[src/rtl/bp_boot_rom_arbiter_if.sv]
// rtl/bp_boot_rom_arbiter_if.sv - requester-side bus of the boot ROM arbiter
// Per-requester request lanes plus the shared response; the arbiter takes the slave modport.
interface bp_boot_rom_arbiter_if #(
  parameter int num_req_p    = 2,
  parameter int addr_width_p = 9,
  parameter int width_p      = 512
);
  logic [num_req_p-1:0]                   v_i;
  logic [num_req_p-1:0][addr_width_p-1:0] addr_i;
  logic [num_req_p-1:0]                   last_i;
  logic [num_req_p-1:0]                   ready_o;
  logic [num_req_p-1:0]                   v_o;
  logic [width_p-1:0]                     data_o;

  modport master (output v_i, addr_i, last_i, input ready_o, v_o, data_o);
  modport slave  (input v_i, addr_i, last_i, output ready_o, v_o, data_o);
endinterface

[src/rtl/bp_boot_rom_arbiter.sv]
// rtl/bp_boot_rom_arbiter.sv - round-robin burst-locking arbiter in front of one boot ROM
// Optional lock watchdog enabled by defining BP_BOOT_ROM_ARB_LOCK_TIMEOUT_EN.
module bp_boot_rom_arbiter #(
  parameter int num_req_p      = 2,
  parameter int addr_width_p   = 9,
  parameter int width_p        = 512,
  parameter int lock_timeout_p = 64
) (
  input  logic                    clk_i,
  input  logic                    reset_i,
  bp_boot_rom_arbiter_if.slave    req,
  output logic [addr_width_p-1:0] rom_addr_o,
  input  logic [width_p-1:0]      rom_data_i,
  output logic                    err_o
);

  localparam int idx_w = $clog2(num_req_p);

  typedef enum logic {IDLE, LOCKED} state_e;

  state_e           state_r, state_n;
  logic [idx_w-1:0] rr_ptr_r, rr_ptr_n;
  logic [idx_w-1:0] owner_r, owner_n;
  logic [idx_w-1:0] gnt_idx, cand;
  logic [idx_w:0]   sum;
  logic             gnt_v, accept, last_beat, timeout;

  function automatic logic [idx_w-1:0] inc_wrap(input logic [idx_w-1:0] i);
    return (int'(i) == num_req_p - 1) ? '0 : i + 1'b1;
  endfunction

  // Descending scan so the candidate closest to rr_ptr is written last and wins.
  always_comb begin
    gnt_v   = 1'b0;
    gnt_idx = '0;
    cand    = '0;
    sum     = '0;
    if (state_r == LOCKED) begin
      gnt_v   = 1'b1;
      gnt_idx = owner_r;
    end else begin
      for (int i = num_req_p - 1; i >= 0; i--) begin
        sum = {1'b0, rr_ptr_r} + (idx_w+1)'(i);
        if (sum >= (idx_w+1)'(num_req_p))
          sum = sum - (idx_w+1)'(num_req_p);
        cand = sum[idx_w-1:0];
        if (req.v_i[cand]) begin
          gnt_v   = 1'b1;
          gnt_idx = cand;
        end
      end
    end
    if (reset_i)
      gnt_v = 1'b0;
  end

  assign accept      = gnt_v & req.v_i[gnt_idx];
  assign last_beat   = req.last_i[gnt_idx];
  assign req.ready_o = gnt_v ? (num_req_p'(1) << gnt_idx) : '0;
  assign rom_addr_o  = gnt_v ? req.addr_i[gnt_idx] : '0;

`ifdef BP_BOOT_ROM_ARB_LOCK_TIMEOUT_EN
  localparam int cnt_w = $clog2(lock_timeout_p + 1);

  logic [cnt_w-1:0] idle_cnt_r, idle_cnt_n;
  logic             err_r;

  // Fires on the lock_timeout_p-th consecutive LOCKED cycle without an owner beat.
  assign timeout = (state_r == LOCKED) && !accept &&
                   (idle_cnt_r == cnt_w'(lock_timeout_p - 1));

  always_comb begin
    idle_cnt_n = idle_cnt_r;
    if (accept || timeout)
      idle_cnt_n = '0;
    else if (state_r == LOCKED)
      idle_cnt_n = idle_cnt_r + 1'b1;
  end

  always_ff @(posedge clk_i or posedge reset_i) begin
    if (reset_i) begin
      idle_cnt_r <= '0;
      err_r      <= 1'b0;
    end else begin
      idle_cnt_r <= idle_cnt_n;
      err_r      <= timeout;
    end
  end

  assign err_o = err_r;
`else
  assign timeout = 1'b0;
  assign err_o   = 1'b0;
`endif

  always_comb begin
    state_n  = state_r;
    rr_ptr_n = rr_ptr_r;
    owner_n  = owner_r;
    if (accept) begin
      if (last_beat) begin
        state_n  = IDLE;
        rr_ptr_n = inc_wrap(gnt_idx);
      end else begin
        state_n = LOCKED;
        owner_n = gnt_idx;
      end
    end else if (timeout) begin
      state_n  = IDLE;
      rr_ptr_n = inc_wrap(owner_r);
    end
  end

  always_ff @(posedge clk_i or posedge reset_i) begin
    if (reset_i) begin
      state_r    <= IDLE;
      rr_ptr_r   <= '0;
      owner_r    <= '0;
      req.v_o    <= '0;
      req.data_o <= '0;
    end else begin
      state_r  <= state_n;
      rr_ptr_r <= rr_ptr_n;
      owner_r  <= owner_n;
      req.v_o  <= accept ? req.ready_o : '0;
      if (accept)
        req.data_o <= rom_data_i;
    end
  end

endmodule

[src/flat_wrapper.sv]
// flat-port wrapper written by rule: the top's interface ports become plain ports
module bp_boot_rom_arbiter_flat 
#(
  parameter int num_req_p      = 2,
  parameter int addr_width_p   = 9,
  parameter int width_p        = 512,
  parameter int lock_timeout_p = 64
)
  (clk_i, reset_i, rom_addr_o, rom_data_i, err_o, req_v_i, req_addr_i, req_last_i, req_ready_o, req_v_o, req_data_o);
  bp_boot_rom_arbiter_if #(.num_req_p(num_req_p), .addr_width_p(addr_width_p), .width_p(width_p)) req_i ();
  input  logic clk_i;
  input  logic reset_i;
  output logic [addr_width_p-1:0] rom_addr_o;
  input  logic [width_p-1:0] rom_data_i;
  output logic err_o;
  input wire logic [$bits(req_i.v_i)-1:0] req_v_i;
  input wire logic [$bits(req_i.addr_i)-1:0] req_addr_i;
  input wire logic [$bits(req_i.last_i)-1:0] req_last_i;
  output wire logic [$bits(req_i.ready_o)-1:0] req_ready_o;
  output wire logic [$bits(req_i.v_o)-1:0] req_v_o;
  output wire logic [$bits(req_i.data_o)-1:0] req_data_o;
  assign req_i.v_i = req_v_i;
  assign req_i.addr_i = req_addr_i;
  assign req_i.last_i = req_last_i;
  assign req_ready_o = req_i.ready_o;
  assign req_v_o = req_i.v_o;
  assign req_data_o = req_i.data_o;
  bp_boot_rom_arbiter #(.num_req_p(num_req_p), .addr_width_p(addr_width_p), .width_p(width_p), .lock_timeout_p(lock_timeout_p)) u_core (.clk_i(clk_i), .reset_i(reset_i), .req(req_i), .rom_addr_o(rom_addr_o), .rom_data_i(rom_data_i), .err_o(err_o));
endmodule
[config.mk]
export PLATFORM = sky130hd
export DESIGN_NAME = bp_boot_rom_arbiter_flat
export DESIGN_NICKNAME = d
export VERILOG_FILES = /design/src/rtl/bp_boot_rom_arbiter_if.sv /design/src/rtl/bp_boot_rom_arbiter.sv /design/src/flat_wrapper.sv
export SDC_FILE = /design/constraint.sdc
export NUM_CORES = 1
export LEC_CHECK = 0
export ABC_AREA = 1
export CORE_AREA = 2 2 410 412
export DETAILED_ROUTE_END_ITERATION = 8
export DIE_AREA = 0 0 412 414
export PLACE_DENSITY = 0.45
export SKIP_CTS_REPAIR_TIMING = 1
export SLEW_MARGIN = 20
export SYNTH_ARGS = -nofsm -noshare
export SYNTH_HDL_FRONTEND = slang
export SYNTH_SLANG_ARGS = --single-unit
[constraint.sdc]
create_clock -name clk_i -period 17.9 [get_ports clk_i]
set_input_delay 1.79 -clock clk_i [delete_from_list [all_inputs] [get_ports clk_i]]
set_output_delay 1.79 -clock clk_i [all_outputs]
set_load 0.005 [all_outputs]
==> Word-level counts from Yosys, hierarchy flattened <==
Cells that the tools add are included.
{ "word_totals": {"regBits": 517, "latchBits": 0, "ramBits": 0, "rom_bits": 0, "output_inout_bits": 526, "wordCells": 45, "n_memories": 0} }
{ "classes": {"add_sub_neg": 4, "mul": 0, "n_div": 0, "n_lt_le_gt_ge": 5, "n_eq_ne": 0, "n_shift": 1, "n_mux": 26, "bitwise_logic": 2, "n_reduce_logical": 2} }
{ "ops": {"columns": ["cell", "count"], "rows": [
  ["$mux W9", 3],
  ["$mux W1", 21],
  ["$lt A1 B2 Y1 const B", 3],
  ["$mux W2", 2],
  ["$reduce_and A2 Y1", 2],
  ["$add A1 B1 Y2 const B", 1],
  ["$ge A1 B2 Y1 const B", 1],
  ["$ge A2 B2 Y1 const B", 1],
  ["$shl A1 B1 Y2 const A", 1],
  ["$sub A1 B1 Y1 const B", 2],
  ["$add A1 B1 Y1 const B", 1],
  ["$and A1 B1 Y1", 1],
  ["$not A1 Y1", 1]
]} }

==> Depth between registers and ports, before layout <==
{ "logic_depth": {"word_depth": 13, "mapped_depth": 11, "depth_no_buf": 9} }

==> Least setup slack after synthesis <==
No wires, ideal clock.
{ "synth_timing": {"path_type": "in2out", "start": "in req_v_i[1]", "end": "out rom_addr_o[0]", "arrival_ns": 2.507, "setup_slack_ns": 13.603, "cell_stages": 8, "path_cell_list": "inv_2 > nor2_4 > nand2_1 > nand2_2 > nand2_1 > clkinv_1 > nand2_1 > nand2_1"} }
{ "synth_between": {"elab_chain_len": 8} }
{ "synth_lines": {"columns": ["item", "line", "text"], "rows": [
  ["start: declaration", "flat_wrapper.sv:16", "input wire logic [$bits(req_i.v_i)-1:0] req_v_i;"],
  ["$mux W1 (implied by the code) (2 in a row)", "bp_boot_rom_arbiter.sv:47", "if (req.v_i[cand]) begin"],
  ["$mux W1 (2 in a row)", "bp_boot_rom_arbiter.sv:47", null],
  ["$mux W1", "bp_boot_rom_arbiter.sv:38", "if (state_r == LOCKED) begin"],
  ["$mux W9 (implied by the code) (2 in a row)", "bp_boot_rom_arbiter.sv:60", "assign rom_addr_o = gnt_v ? req.addr_i[gnt_idx] : '0;"],
  ["$mux W9 *", "bp_boot_rom_arbiter.sv:60", null],
  ["end: declaration", "flat_wrapper.sv:13", "output logic [addr_width_p-1:0] rom_addr_o;"]
]} }
Every way passes the cells marked *; elsewhere a longest branch is shown, timed or not. The select of a mux whose other input is x is not followed.

==> Worst setup path in the final report <==
{ "layout_timing": {"start": "in req_v_i[0]", "end": "out rom_addr_o[4]"} }
The elaborated chain is that of the path after synthesis.

==> metrics.log <==
[metrics] status: finished clean
[metrics] Netlist cell types: 19
[metrics] maximum number of pins on one net before global-route repair: 155
[metrics] Global Route met3 Usage: 0.0584
[metrics] Worst VDD drop: 0.0000603 V
[metrics] met1 Usage GRT: 0.146
[metrics] vias in the first global route: 19200
[metrics] slew at the pin closest to its max-slew limit: 0.969 ns
[metrics] Yosys top cell area share: 0.638
[metrics] violation count after the first detailed-route iteration: 1106
[metrics] cell depth of the worst flop-to-flop path: 10
[metrics] minimum hold slack: 0.467 ns
[metrics] clock latency reported for the late side of the worst-skew pair: 0.64 ns
[metrics] remaining max-slew budget at the tightest pin: 0.354
[metrics] crit share post-route: 0.318
[metrics] clock root buffer: sky130_fd_sc_hd__clkbuf_16
[metrics] register clock-pin slew on the reported worst setup and hold paths: 0.05 ns
[metrics] area growth from synthesis to final layout: 73.9%
[metrics] final setup TNS: 0 ns
[metrics] leading post-synthesis cells by cell area: sky130_fd_sc_hd__dfrtp_1 (64%), sky130_fd_sc_hd__nand2_1 (27%), sky130_fd_sc_hd__nand2_2 (3.1%), sky130_fd_sc_hd__buf_6 (1.7%), sky130_fd_sc_hd__buf_2 (1.4%)
[metrics] Critical Path Source: req_v_i[0]
[metrics] most used routing layer in global routing: met2
[metrics] width of the die: 412 µm
[metrics] grt met2 use: 0.248
[metrics] fill cell instance count of the final layout: 18500
[metrics] Core Box Area: 166000 µm²
[metrics] placed instance count: 5405
[metrics] commonest cells after routing, fill and taps aside: sky130_fd_sc_hd__nand2_1 (1478), sky130_fd_sc_hd__clkdlybuf4s50_1 (1060), sky130_fd_sc_hd__dfrtp_1 (517)
[metrics] sequential cell area in the final layout: 12900 µm²
[metrics] crit path DAT: 3.90 ns
[metrics] Power Density: 177 nW/µm²
[metrics] setup slack of the most critical reg-to-reg path: 13.87 ns
[metrics] dominant cell type by area after synthesis: sky130_fd_sc_hd__dfrtp_1
[metrics] Setup WS pre-CTS: 11.69 ns
[metrics] Power, Total: 6250 µW
[metrics] count of nets after finishing: 3809
[metrics] detail-routed net length per standard cell: 21.8 µm
[metrics] CP Launch Type: primary input
[metrics] Critical Path RT: 16.11 ns
[metrics] Final Max Tran Viols: 0
[metrics] total congestion overflow: 0
[metrics] Pre-antenna DRT Iters: 4
[metrics] average size of a mapped cell: 9.08 µm²
[metrics] Initial Utilization: 0.122
[metrics] Layout Skew: 0.0182 ns
[metrics] FP Rows: 150
[metrics] non-filler instance count after layout: 5537
[metrics] Highest Clock Rate: 176 MHz
[metrics] final weighted congestion of routability-driven global placement: 0.940
[metrics] total number of clock tree sinks: 517
[metrics] clock buffers created by TritonCTS: 70
[metrics] number of buffer cells added on primary ports: 1060
[metrics] total track usage: 0.138
[metrics] Ports: 1062
[metrics] CP endpoint: rom_addr_o[4]
[metrics] fraction of final layout cells with drive strength greater than 1: 0.0719
[metrics] synthesized instance count: 2236
[metrics] fraction of the yosys area taken by sequential cells: 0.638
[metrics] max-capacitance violation count: 0
[metrics] final hold violations: 0
[metrics] Antenna Nets Post-Route: 0
[metrics] crit-path max FO: 10
[metrics] Worst Setup End Kind: primary output
[metrics] most frequent standard cell in the layout excluding fill and tap cells: sky130_fd_sc_hd__nand2_1
[metrics] RSZ-0062 raised after global routing: no
[metrics] DR DRC count: 0
[metrics] die area: 171000 µm²
[metrics] antenna violations before repair: 45
[metrics] launch instance of the worst register-to-register path: u_core.state_r
[metrics] flip-flop and latch count after synthesis: 517
[metrics] Die Span Y: 414 µm
[metrics] total length of routed wires: 120000 µm
[metrics] multi-input gate area in the final layout: 6290 µm²
[metrics] class of the most critical hold timing path: reg -> reg
[metrics] H-tree level count: 3
[metrics] Worst Path Class, Setup: in -> out
[metrics] Tmin final: 5.69 ns
[metrics] Longest Clk Path Bufs: 3
[metrics] estimated wirelength of the detail-placed design: 96900 µm
[metrics] endpoint of the worst-slack reg-to-reg timing path: u_core.req.data_o[389]
[metrics] Final Setup Violations: 0
[metrics] Worst Slack Setup Final: 12.21 ns
[metrics] clock tree from TritonCTS: built
[metrics] Yosys Warn Count: 0
[metrics] total standard cell area after synthesis: 20300 µm²
[metrics] wire length of the first global-routing pass: 163000 µm
[metrics] count of vias placed by the detailed router: 18700
[metrics] leak pwr: 0.0164 µW
[metrics] Post-Syn Nets: 2772
[metrics] routed via count divided by cell count: 3.38
[area by class of cell]
type,instances,area share
Tap cell,2204,0.0781
Timing Repair Buffer,1079,0.305
Multi-Input combinational cell,1594,0.178
Sequential cell,517,0.367
Inverter,11,0.00160
Clock buffer,99,0.0585
Clock inverter,24,0.0112
Antenna cell,9,0.000638
[layer usage]
metal  up-vias  routed length, µm
met5         -                 55
met4         8               2640
met3       171              11800
met2       673              62100
met1      9075              43800
li1       8806                  -
[cells by family after synthesis]
| kind of cell | synth area share |
|---|---|
| other cells | 0.000185 |
| flops | 0.638 |
| simple gates | 0.308 |
| compound gates | 0.00123 |
| buf+inv | 0.0531 |
[Yosys cell counts, drive strengths merged]
cell type / count
nand2: 1580
dfrtp: 517
buf: 110
inv: 9
nand3: 8
clkbuf: 4
nor2: 3
a21oi: 2
clkinv: 2
conb: 1
[critical path, cell delays in order]
cell                              delay (ns)
sky130_fd_sc_hd__clkdlybuf4s50_1        0.54
sky130_fd_sc_hd__nand2_1                0.12
sky130_fd_sc_hd__nand2_1                0.14
sky130_fd_sc_hd__nand2_2                0.10
sky130_fd_sc_hd__nand2_1                0.08
sky130_fd_sc_hd__clkinv_1               0.39
sky130_fd_sc_hd__nand2_1                0.21
sky130_fd_sc_hd__nand2_1                0.07
sky130_fd_sc_hd__clkdlybuf4s50_1        0.45
[flip-flops by register name, summed over array words and instances, names as in the netlist]
signal and cells:
u_core.req.data_o 512, u_core.req.v_o 2, u_core.owner_r 1, u_core.rr_ptr_r 1, u_core.state_r 1
[how the worst min path moves through the flow]
stage / start / cells after the start / endpoint / slack, ns
finish: u_core.req.data_o[287] / 2 / u_core.req.data_o[287] / 0.47
global placement: u_core.req.data_o[204] / 2 / u_core.req.data_o[204] / 0.45
global route: u_core.req.data_o[108] / 2 / u_core.req.data_o[108] / 0.48
detailed placement: u_core.req.data_o[54] / 2 / u_core.req.data_o[54] / 0.46
CTS: u_core.req.data_o[286] / 2 / u_core.req.data_o[286] / 0.47
floorplan: u_core.owner_r / 2 / u_core.owner_r / 0.44
[where the power goes]
part / switching, µW / total (µW) / internal [µW]
registers: 401 / 2170 / 1770
clock network: 583 / 1510 / 923
logic: 1220 / 2580 / 1360
total: 2200 / 6250 / 4050
[stage by stage]
stage          utilization  cell area, µm²
2_1_floorplan            -           20300
3_3_place_gp         0.197           32800
3_5_place_dp         0.197           32800
4_1_cts              0.212           35300
5_1_grt              0.212           35300
6_report             0.212           35300
(Power assumes the default switching activity.)
